<file path="config.mk">
export PLATFORM = sky130hd
export DESIGN_NAME = store_trace_unit_flat
export DESIGN_NICKNAME = d
export VERILOG_FILES = /design/src/rtl/store_trace_unit_if.sv /design/src/rtl/store_trace_unit.sv /design/src/flat_wrapper.sv
export SDC_FILE = /design/constraint.sdc
export NUM_CORES = 1
export LEC_CHECK = 0
export BUFFER_PORTS_ARGS = -buffer_cell sky130_fd_sc_hd__buf_2
export CAP_MARGIN = 20
export CORE_MARGIN = 5
export CORE_UTILIZATION = 30
export CTS_CLUSTER_DIAMETER = 80
export DETAILED_ROUTE_END_ITERATION = 6
export HOLD_SLACK_MARGIN = 0.12
export MAX_ROUTING_LAYER = met4
export PLACE_DENSITY = 0.48
export RECOVER_POWER = 100
export SLEW_MARGIN = 10
export SYNTH_ARGS = -nofsm -noshare
export SYNTH_HDL_FRONTEND = slang
export SYNTH_SLANG_ARGS = --single-unit
export TNS_END_PERCENT = 100
</file>
<file path="constraint.sdc">
create_clock -name clk -period 9.7 [get_ports clk]
set_clock_uncertainty 0.1 [all_clocks]
set_input_delay 0 -clock clk [delete_from_list [all_inputs] [get_ports clk]]
set_output_delay 0 -clock clk [all_outputs]
set_load 0.005 [all_outputs]
</file>
<file path="src/rtl/store_trace_unit_if.sv">
// store_trace_unit_if: cpu store strobe inputs and trace drain port of the store trace unit
interface store_trace_unit_if;
  logic        MemWrite;
  logic [31:0] ALUResult;
  logic [31:0] WriteData;
  logic        trace_valid;
  logic        trace_ready;
  logic [31:0] trace_addr;
  logic [31:0] trace_data;
  modport master (
    output MemWrite, ALUResult, WriteData, trace_ready,
    input  trace_valid, trace_addr, trace_data
  );
  modport slave (
    input  MemWrite, ALUResult, WriteData, trace_ready,
    output trace_valid, trace_addr, trace_data
  );
endinterface

</file>
<file path="src/rtl/store_trace_unit.sv">
// store_trace_unit: traces cpu stores into a FWFT FIFO and reports tohost pass/fail or timeout
module store_trace_unit #(
  parameter int          DEPTH          = 8,
  parameter logic [31:0] TOHOST_ADDR    = 32'h0000_0FFC,
  parameter int          TIMEOUT_CYCLES = 50,
  parameter int          CNT_W          = 16
) (
  input  logic                 clk,
  input  logic                 rst,
  store_trace_unit_if.slave    bus,
  output logic                 done,
  output logic                 pass,
  output logic                 fail,
  output logic [30:0]          fail_code,
  output logic                 overflow,
  output logic [CNT_W-1:0]     store_count
);
  localparam int AW = $clog2(DEPTH);
  typedef enum logic [1:0] {RUN, HALT_PASS, HALT_FAIL, TIMEOUT} state_t;
  state_t state, state_nx;
  logic [AW:0] wr_ptr, rd_ptr;
  logic [63:0] mem [DEPTH];
  logic [CNT_W-1:0] cyc;
  logic in_run, tohost, empty, full, pop, push_req, push, timeout_hit;
  assign in_run      = state == RUN;
  assign tohost      = bus.MemWrite && bus.ALUResult == TOHOST_ADDR;
  assign empty       = wr_ptr == rd_ptr;
  assign full        = wr_ptr == {~rd_ptr[AW], rd_ptr[AW-1:0]};
  assign pop         = !empty && bus.trace_ready;
  assign push_req    = in_run && bus.MemWrite && !tohost;
  // a simultaneous pop frees the head slot, so a full FIFO still accepts the push
  assign push        = push_req && (!full || pop);
  assign timeout_hit = TIMEOUT_CYCLES != 0 && cyc == CNT_W'(TIMEOUT_CYCLES - 1);
  assign bus.trace_valid = !empty;
  assign {bus.trace_addr, bus.trace_data} = empty ? 64'd0 : mem[rd_ptr[AW-1:0]];
  assign done = !in_run;
  assign pass = state == HALT_PASS;
  assign fail = state == HALT_FAIL || state == TIMEOUT;
  always_comb begin
    state_nx = state;
    if (in_run)
      state_nx = tohost ? (bus.WriteData == 32'd1 ? HALT_PASS : HALT_FAIL)
               : timeout_hit ? TIMEOUT : RUN;
  end
  always_ff @(posedge clk or posedge rst)
    if (rst) state <= RUN;
    else     state <= state_nx;
  always_ff @(posedge clk or posedge rst) begin
    if (rst) begin
      wr_ptr      <= '0;
      rd_ptr      <= '0;
      overflow    <= 1'b0;
      store_count <= '0;
      cyc         <= '0;
      fail_code   <= '0;
    end else begin
      if (push) wr_ptr <= wr_ptr + 1'b1;
      if (pop) rd_ptr <= rd_ptr + 1'b1;
      if (push_req && full && !pop) overflow <= 1'b1;
      if (push_req && ~&store_count) store_count <= store_count + 1'b1;
      if (in_run) cyc <= cyc + 1'b1;
      if (in_run && tohost && bus.WriteData != 32'd1) fail_code <= bus.WriteData[31:1];
    end
  end
  always_ff @(posedge clk)
    if (push) mem[wr_ptr[AW-1:0]] <= {bus.ALUResult, bus.WriteData};
endmodule

</file>
<file path="src/flat_wrapper.sv">
// flat-port wrapper written by rule: the top's interface ports become plain ports
module store_trace_unit_flat 
#(
  parameter int          DEPTH          = 8,
  parameter logic [31:0] TOHOST_ADDR    = 32'h0000_0FFC,
  parameter int          TIMEOUT_CYCLES = 50,
  parameter int          CNT_W          = 16
)
  (clk, rst, done, pass, fail, fail_code, overflow, store_count, bus_MemWrite, bus_ALUResult, bus_WriteData, bus_trace_ready, bus_trace_valid, bus_trace_addr, bus_trace_data);
  store_trace_unit_if bus_i ();
  input  logic clk;
  input  logic rst;
  output logic done;
  output logic pass;
  output logic fail;
  output logic [30:0] fail_code;
  output logic overflow;
  output logic [CNT_W-1:0] store_count;
  input wire logic [$bits(bus_i.MemWrite)-1:0] bus_MemWrite;
  input wire logic [$bits(bus_i.ALUResult)-1:0] bus_ALUResult;
  input wire logic [$bits(bus_i.WriteData)-1:0] bus_WriteData;
  input wire logic [$bits(bus_i.trace_ready)-1:0] bus_trace_ready;
  output wire logic [$bits(bus_i.trace_valid)-1:0] bus_trace_valid;
  output wire logic [$bits(bus_i.trace_addr)-1:0] bus_trace_addr;
  output wire logic [$bits(bus_i.trace_data)-1:0] bus_trace_data;
  assign bus_i.MemWrite = bus_MemWrite;
  assign bus_i.ALUResult = bus_ALUResult;
  assign bus_i.WriteData = bus_WriteData;
  assign bus_i.trace_ready = bus_trace_ready;
  assign bus_trace_valid = bus_i.trace_valid;
  assign bus_trace_addr = bus_i.trace_addr;
  assign bus_trace_data = bus_i.trace_data;
  store_trace_unit #(.DEPTH(DEPTH), .TOHOST_ADDR(TOHOST_ADDR), .TIMEOUT_CYCLES(TIMEOUT_CYCLES), .CNT_W(CNT_W)) u_core (.clk(clk), .rst(rst), .bus(bus_i), .done(done), .pass(pass), .fail(fail), .fail_code(fail_code), .overflow(overflow), .store_count(store_count));
endmodule
</file>
==> results of run 1 <==
power by group:
| part | total [mW] | internal [mW] | switching, mW |
|---|---|---|---|
| Clock | 2.51 | 1.48 | 1.03 |
| Combinational | 1.60 | 0.779 | 0.820 |
| Sequential | 2.87 | 2.75 | 0.119 |
metal layers:
metal,wire (um),vias to the layer above,GRT usage (%)
met3,2470,86,2.77
met2,27600,265,22.6
met5,0,-,-
li1,-,5121,-
met1,25400,6256,18.9
met4,1100,0,3.37
worst paths after layout:
check / start / end / slack (ns) / cells past startpoint
setup reg to reg: u_core.rd_ptr[0] / u_core.mem[3][45] / 3.53 / 6
hold / removal: bus_trace_ready / u_core.rd_ptr[2] / 0.19 / 4
max in group asynchronous: rst / u_core.rd_ptr[1] / 5.34 / 5
hold reg to reg: u_core.overflow / u_core.overflow / 0.38 / 1
min in group asynchronous: rst / u_core.fail_code[4] / 0.80 / 4
setup / recovery: u_core.rd_ptr[0] / u_core.mem[3][45] / 3.53 / 6
Yosys cell counts (all sizes together) (12+ instances only):
cell	count
edfxtp	512
mux2i	64
xnor2	28
nand3	17
dfrtp	74
nand4	22
nor2	82
mux2	35
clkbuf	37
nor4	12
mux4	128
buf	18
metrics by stage:
stage / hold slack [ns] / instance area, um^2
2_1_floorplan: -0.00113 / 22900
3_3_place_gp: 0.0182 / 25100
3_5_place_dp: 0.0217 / 25200
4_1_cts: 0.121 / 28200
5_1_grt: 0.221 / 27800
6_report: 0.195 / 27800
cell families after synthesis:
family,share of synthesized area (%)
multiplexers,17.5
buffers and inverters,1.17
XOR/XNOR,1.49
adder cells (fa/ha/maj),0.273
AO/OA/AOI/OAI,0.164
AND/OR/NAND/NOR,4.28
flip-flops,75.1
critical path, cell delays in order (launching register included):
cell,delay (ns)
dfrtp_1,2.39
xor2_1,0.24
nor3_1,0.14
a21oi_1,0.33
nand2_1,0.24
nor3_1,1.37
clkbuf_1,0.92
registers in the layout, summed over array words and instances (netlist names):
| signal | count |
|---|---|
| u_core.mem | 512 |
| u_core.fail_code | 31 |
| u_core.cyc | 16 |
| u_core.store_count | 16 |
| u_core.rd_ptr | 4 |
| u_core.wr_ptr | 4 |
| u_core.state | 2 |
| u_core.overflow | 1 |
cell type report:
| class | instances | area (um^2) | area share (%) |
|---|---|---|---|
| clock buffers | 82 | 1850 | 6.65 |
| repair buffers | 288 | 1710 | 6.16 |
| clock inverters | 40 | 363 | 1.30 |
| multi-input cells | 462 | 5330 | 19.2 |
| well taps | 1030 | 1290 | 4.63 |
| diodes | 1 | 2.50 | 0.00900 |
| flip-flops and latches | 586 | 17200 | 62.0 |
| inverters | 7 | 27.5 | 0.0990 |
==> flow_metrics.env, run 1 <==
export IMPL_postSynthAreaPerCell_um2=20.7
export IMPL_cts_setup_buffers=0
export IMPL_synth_seq_cells=586
export IMPL_crit_type="reg -> reg"
export IMPL_holdBufCountCts=83
export IMPL_drtAntennaViolNets=0
export IMPL_hold_viol=0
export IMPL_grt_overflow_total=0
export IMPL_dp_hpwl_um=32000
export IMPL_setup_viol=0
export IMPL_fin_crit_ns=6.17
export IMPL_synth_edff_count=512
export IMPL_yosysWarnings=0
export IMPL_crit_path_end_kind="register"
export IMPL_syn_inst=1110
export IMPL_die_width_um=287
export IMPL_dr_pass1_iters=5
export IMPL_ios=184
export IMPL_finish_utilization_pct=36.6
export IMPL_setup_tns_ns=0
export IMPL_core_um2=75900
export IMPL_synth_nets=1183
export IMPL_synth_area_um2=22900
export IMPL_grt_pass1_wl_um=84700
export IMPL_synth_sequential_area_ratio_pct=75.1
export IMPL_violations="capacitance limit, slew limit"
export IMPL_yosysTopAreaCell="edfxtp_1"
export IMPL_status="finished, violations left"
export IMPL_arrival_ns=6.27
export IMPL_start_util_pct=30.2
export IMPL_power_density_nw_per_um2=251
export IMPL_gp_congestion=0.743
export IMPL_grt_max_degree=89
export IMPL_insertion_delay_ns=0.61
export IMPL_die_h_um=287
export IMPL_max_cap_violations=12
export IMPL_max_slew_margin_pct=-102
export IMPL_crit_fanout=45
export IMPL_ys_types=43
export IMPL_pre_cts_slack_ns=5.31
export IMPL_required_ns=9.81
export IMPL_nets=1487
export IMPL_synth_async_reset_ratio_pct=12.6
export IMPL_io_buffer_count=183
export IMPL_fill_cells=7099
export IMPL_num_rows=101
export IMPL_cts_clk_slew_worst_paths_ns=0.06
export IMPL_tightestPinTransition_ns=3.03
export IMPL_hold_class="in -> reg"
export IMPL_cts_resized=0
export IMPL_viasPerCell=4.70
export IMPL_layout_commonest_cell="edfxtp_1"
export IMPL_cp_start_kind="register"
export IMPL_power_total_mw=6.98
export IMPL_wl_um=56600
export IMPL_fin_cells=2496
export IMPL_drive_gt1_share_pct=19.4
export IMPL_synth_area_leaders="edfxtp_1 67%, mux4_2 13%, dfrtp_1 8.1%, mux2i_1 2.8%, mux2_4 1.9%"
export IMPL_numCtsBuffers=69
export IMPL_cts_max_level=3
export IMPL_antenna_found_initial=2
export IMPL_dp_cells=2290
export IMPL_drtIter0Drc=723
export IMPL_max_vdd_ir_drop_mv=0.188
export IMPL_grt_total_usage_pct=14.1
export IMPL_clock_sinks=586
export IMPL_final_cell_mix="512 x edfxtp_1, 172 x clkbuf_1, 128 x mux4_2"
export IMPL_synth_flop_cell="edfxtp_1"
export IMPL_cts_buffer_depth=3
export IMPL_synth_top_area_share_pct=67.0
export IMPL_drv_slew=316
export IMPL_grt_pass1_vias=12700
export IMPL_leakagePower_nw=9.42
export IMPL_rsz0062_at_grt="no"
export IMPL_dieArea_um2=82100
export IMPL_dr_total_vias=11700
export IMPL_finalCritPeriodShare_pct=63.6
export IMPL_clockRootBuffer="clkbuf_16"
export IMPL_cts_tree="done"
export IMPL_fmaxAchievable_ghz=0.162
export IMPL_post_drt_wl_per_cell_um=22.7
export IMPL_route_detailed_drc=0
export IMPL_layout_setup_ws_ns=3.53
export IMPL_area_growth_pct=21.2
(Power assumes the default switching activity.)
==> run 2: changes to the inputs <==
- clock period: 9.7 -> 5.95 ns (I/O delays scaled with it)
==> run 2 against run 1 <==
  * Critical endpoint is now u_core.mem[2][20]
  * Register-to-register slack got worse by 1.8 ns
  * Combinational power rose by 64%
  * The flow still finishes with violations (capacitance limit, slew limit)
  * Sequential power rose by 63%
  * Global-route usage down 0.48 points
  * Count of clock-buffer cells in the layout increased by 5
  * Non-clock buffer count decreased by 15
  * Routed wire length shrank 2.9%
  * Critical path type is now in -> reg
  * First-iteration DRC count shrank 25%
  * Setup slack worse by 2.2 ns
==> flow_metrics.env, run 2 (synthesized netlist as in run 1, its figures left out) <==
export IMPL_status="finished, violations left"
export IMPL_violations="capacitance limit, slew limit"
export IMPL_io_buffer_count=183
export IMPL_leakagePower_nw=9.25
export IMPL_numCtsBuffers=67
export IMPL_crit_path_end_kind="register"
export IMPL_arrival_ns=4.44
export IMPL_hp_start="bus_trace_ready"
export IMPL_dr_pass1_iters=5
export IMPL_fmaxAchievable_ghz=0.218
export IMPL_fin_crit_ns=4.58
export IMPL_route_detailed_drc=0
export IMPL_wl_um=54900
export IMPL_nets=1470
export IMPL_largest_reg_flops=512
export IMPL_dieArea_um2=82100
export IMPL_clock_sinks=586
export IMPL_crit_start="bus_ALUResult[26]"
export IMPL_max_vdd_ir_drop_mv=0.251
export IMPL_dr_total_vias=11500
export IMPL_grt_pass1_vias=12400
export IMPL_crit_type="in -> reg"
export IMPL_power_density_nw_per_um2=405
export IMPL_r2r_start="u_core.rd_ptr[0]"
export IMPL_grt_pass1_wl_um=82000
export IMPL_drtAntennaViolNets=0
export IMPL_antenna_found_initial=1
export IMPL_die_h_um=287
export IMPL_clockRootBuffer="clkbuf_16"
export IMPL_finalCritPeriodShare_pct=77.1
export IMPL_ios=184
export IMPL_num_rows=101
export IMPL_grt_max_degree=105
export IMPL_post_drt_wl_per_cell_um=22.2
export IMPL_hold_viol=0
export IMPL_area_growth_pct=19.8
export IMPL_finish_utilization_pct=36.2
export IMPL_core_um2=75900
export IMPL_hold_class="in -> reg"
export IMPL_layout_commonest_cell="edfxtp_1"
export IMPL_dp_hpwl_um=31800
export IMPL_drive_gt1_share_pct=18.8
export IMPL_crit_fanout=49
export IMPL_tightestPinTransition_ns=2.12
export IMPL_cts_max_level=3
export IMPL_cp_start_kind="primary input"
export IMPL_layout_setup_ws_ns=1.37
export IMPL_required_ns=5.81
export IMPL_die_width_um=287
export IMPL_diodes=0
export IMPL_cts_clk_slew_worst_paths_ns=0.05
export IMPL_cts_tree="done"
export IMPL_grt_overflow_total=0
export IMPL_rsz0062_at_grt="no"
export IMPL_drtIter0Drc=542
export IMPL_max_slew_margin_pct=-41.4
export IMPL_gp_congestion=0.729
export IMPL_drv_slew=299
export IMPL_setup_viol=0
export IMPL_pre_cts_slack_ns=2.27
export IMPL_place_area_um2=25200
export IMPL_insertion_delay_ns=0.59
export IMPL_cts_buffer_depth=3
export IMPL_r2r_slack_ns=1.71
export IMPL_viasPerCell=4.66
export IMPL_grt_total_usage_pct=13.7
export IMPL_final_cell_mix="512 x edfxtp_1, 177 x clkbuf_1, 128 x mux4_2"
export IMPL_power_total_mw=11.1
export IMPL_fin_area_um2=27500
export IMPL_max_cap_violations=10
export IMPL_start_util_pct=30.2
run 2: cell count changes in the layout (fill, tap and decap cells not counted), sizes merged:
cell         delta
buf             -5
bufinv          -2
clkbuf          +8
clkinv         -10
clkinvlp        -2
diode           -1
dlygate4sd3    -13
inv             +4
run 2: cell type report:
| cell class | instances | area [um^2] |
|---|---|---|
| Tap cell | 1030 | 1290 |
| Clock inverter | 30 | 238 |
| Multi-Input combinational cell | 462 | 5320 |
| Timing Repair Buffer | 273 | 1590 |
| Inverter | 7 | 27.5 |
| Clock buffer | 87 | 1790 |
| Sequential cell | 586 | 17200 |
| Fill cell | 7154 | 48500 |
run 2: per-layer routing:
layer  vias to the layer above  part of all wire [%]  wire length (um)  global-route usage (%)
met5                         -                     0                 0                       -
met4                         0                   1.8              1010                    3.71
met3                        76                   4.6              2520                    2.33
met2                       252                    48             26100                    21.1
met1                      6113                    46             25300                    18.9
li1                       5082                     -                 -                       -
run 2: path summary, 6_finish.rpt:
kind | end | depth (start not counted)
setup / recovery | u_core.mem[2][20] | 8
min in group asynchronous | u_core.fail_code[2] | 4
max in group asynchronous | u_core.rd_ptr[2] | 5
hold / removal | u_core.rd_ptr[2] | 4
setup reg to reg | u_core.mem[0][20] | 6
hold reg to reg | u_core.overflow | 1
run 2: timing repair:
item,in CTS,in global routing
endpoints found under the hold margin,638,0
setup buffers,0,0
hold buffers,70,0
resized for setup,0,0
run 2: critical path: stages:
cell	delay (ns)
dlygate4sd3_1	0.54
clkbuf_1	0.24
or4_1	0.60
nor4_1	0.48
nand4_1	0.87
nand2_1	0.56
nor3_1	0.12
clkbuf_2	0.98
run 2: where the power goes:
part | switching (mW) | internal (mW) | total (mW)
clock network | 1.62 | 2.23 | 3.85
logic | 1.37 | 1.26 | 2.63
registers | 0.177 | 4.49 | 4.67
run 2: per-stage QoR:
stage	hold WS [ns]	setup TNS, ns	instances
finish	0.233	0	2475
global route	0.235	0	2475
CTS	0.124	0	2475
detailed placement	0.00921	0	2288
global placement	0.00451	0	2288
floorplan	-0.00113	-84.72	1110
==> run 3: changes to the inputs <==
- clock period: 5.95 -> 4.6 ns (I/O delays scaled with it)
==> run 3 against run 2 <==
  * The flow still finishes with violations (capacitance limit, slew limit)
  * Clock power increased by 30%
  * Register-to-register slack got worse by 0.67 ns
  * Die area unchanged
  * Global-route usage increased by 0.21 points
  * Non-clock buffer count increased by 6
  * Sequential power increased by 26%
  * Sequential share of layout area decreased by 0.27 points
  * Setup slack got worse by 0.61 ns
  * Via count about the same
==> flow_metrics.env, run 3 (synthesized netlist as in run 1, its figures left out) <==
export IMPL_status="finished, violations left"
export IMPL_violations="capacitance limit, slew limit"
export IMPL_p_switching_mw=4.08
export IMPL_route_detailed_drc=0
export IMPL_cts_setup_buffers=0
export IMPL_num_rows=101
export IMPL_finalCritPeriodShare_pct=83.7
export IMPL_antenna_found_initial=0
export IMPL_clockRootBuffer="clkbuf_16"
export IMPL_die_h_um=287
export IMPL_finish_utilization_pct=36.4
export IMPL_clock_sinks=586
export IMPL_ios=184
export IMPL_power_density_nw_per_um2=523
export IMPL_final_cell_mix="512 x edfxtp_1, 173 x clkbuf_1, 128 x mux4_2"
export IMPL_fill_cells=7125
export IMPL_crit_path_end_kind="register"
export IMPL_pwr_share_clk_pct=34.7
export IMPL_drv_slew=32
export IMPL_required_ns=4.69
export IMPL_insertion_delay_ns=0.58
export IMPL_hold_class="in -> reg"
export IMPL_io_buffer_count=183
export IMPL_setup_tns_ns=0
export IMPL_max_vdd_ir_drop_mv=0.340
export IMPL_crit_fanout=19
export IMPL_core_um2=75900
export IMPL_crit_start="bus_ALUResult[1]"
export IMPL_wl_um=55400
export IMPL_holdBufCountCts=69
export IMPL_cts_buffer_depth=3
export IMPL_grt_total_usage_pct=13.9
export IMPL_cts_resized=0
export IMPL_numCtsBuffers=67
export IMPL_setup_viol=0
export IMPL_cts_max_level=3
export IMPL_cts_clk_slew_worst_paths_ns=0.06
export IMPL_viasPerCell=4.64
export IMPL_reg2reg_depth=6
export IMPL_drtIter0Drc=761
export IMPL_rsz0062_at_grt="no"
export IMPL_cellInternalPower_mw=10.4
export IMPL_max_cap_violations=1
export IMPL_max_slew_margin_pct=-3.01
export IMPL_p_comb_share_pct=24.5
export IMPL_drive_gt1_share_pct=20.0
export IMPL_grt_overflow_total=0
export IMPL_die_width_um=287
export IMPL_gp_congestion=0.709
export IMPL_nets=1476
export IMPL_layout_commonest_cell="edfxtp_1"
export IMPL_r2r_start="u_core.state[1]"
export IMPL_arrival_ns=3.94
export IMPL_drtAntennaViolNets=0
export IMPL_fin_crit_ns=3.85
export IMPL_crit_end="u_core.mem[1][56]"
export IMPL_dieArea_um2=82100
export IMPL_p_sw_share_pct=28.2
export IMPL_r2r_slack_ns=1.04
export IMPL_hold_viol=0
export IMPL_grt_max_degree=132
export IMPL_seqPwrFrac_pct=40.8
export IMPL_largest_reg_flops=512
export IMPL_leakagePower_nw=9.35
export IMPL_dp_hpwl_um=32000
export IMPL_dr_pass1_iters=4
export IMPL_start_util_pct=30.2
export IMPL_cts_tree="done"
export IMPL_post_drt_wl_per_cell_um=22.3
export IMPL_rr_endpoint="u_core.mem[1][56]"
export IMPL_diodes=0
export IMPL_tightestPinTransition_ns=1.54
export IMPL_fmaxAchievable_ghz=0.260
export IMPL_area_growth_pct=20.3
export IMPL_dr_total_vias=11500
export IMPL_cp_start_kind="primary input"
export IMPL_grt_pass1_vias=12600
export IMPL_crit_type="in -> reg"
export IMPL_grt_pass1_wl_um=83600
## run 3: cell types whose count changed in the layout (fill, tap and decap cells not counted), sizes merged
| cell | change |
|---|---|
| dlygate4sd3 | -1 |
| clkinv | +5 |
| buf | +9 |
| inv | -3 |
| clkbuf | -3 |
## run 3: power groups by stage
stage / combinational [mW] / sequential (mW) / clock [mW]
finish: 3.54 / 5.89 / 5.01
global route: 3.91 / 5.90 / 5.43
CTS: 3.79 / 5.89 / 5.18
detailed placement: 3.73 / 6.01 / 0
global placement: 3.73 / 6.00 / 0
floorplan: 2.37 / 5.92 / 0
## run 3: layout make-up
class / count / area, um^2 / share of cell area [%]
Clock buffer: 86 / 1810 / 6.56
Clock inverter: 32 / 256 / 0.929
Inverter: 7 / 27.5 / 0.0997
Multi-Input combinational cell: 462 / 5350 / 19.4
Sequential cell: 586 / 17200 / 62.4
Tap cell: 1030 / 1290 / 4.67
Timing Repair Buffer: 279 / 1640 / 5.95
## run 3: how the worst min path moves through the flow
stage                 startpoint                   to  slack [ns]  cells past startpoint
5_1_grt          bus_trace_ready     u_core.rd_ptr[2]        0.26                      4
4_1_cts        bus_WriteData[12]    u_core.mem[5][12]        0.12                      2
3_5_place_dp                 rst  u_core.fail_code[3]       -0.01                      2
6_report         bus_trace_ready     u_core.rd_ptr[2]        0.25                      4
2_1_floorplan   bus_WriteData[0]     u_core.mem[0][0]      -0.001                      0
3_3_place_gp                 rst  u_core.fail_code[3]       -0.02                      2
## run 3: metrics by stage
| step | setup slack (ns) | total power, mW | hold WS (ns) | instance area [um^2] | instances |
|---|---|---|---|---|---|
| detailed placement | 1.18 | 9.74 | -0.0105 | 25200 | 2294 |
| CTS | 0.779 | 14.9 | 0.124 | 28000 | 2481 |
| floorplan | -1.81 | 8.29 | -0.00113 | 23000 | 1110 |
| global placement | 1.22 | 9.73 | -0.0163 | 25200 | 2294 |
| finish | 0.751 | 14.4 | 0.247 | 27600 | 2482 |
| global route | 0.484 | 15.2 | 0.256 | 27600 | 2482 |
## run 3: per-layer routing
| layer | global-route usage [%] | up-vias | part of all wire [%] |
|---|---|---|---|
| li1 | - | 5088 | - |
| met1 | 18.9 | 6106 | 45 |
| met2 | 21.7 | 256 | 48 |
| met3 | 2.79 | 64 | 4.8 |
| met4 | 3.15 | 0 | 1.5 |
| met5 | - | - | 0 |
## run 3: critical path, cell delays in order
cell and delay, ns:
dlygate4sd3_1 0.53, clkbuf_1 0.35, nand4bb_1 0.34, nor4_1 0.15
nand4_2 0.10, clkbuf_1 0.72, nand2_1 0.39, nor3_1 0.35
clkbuf_1 0.98
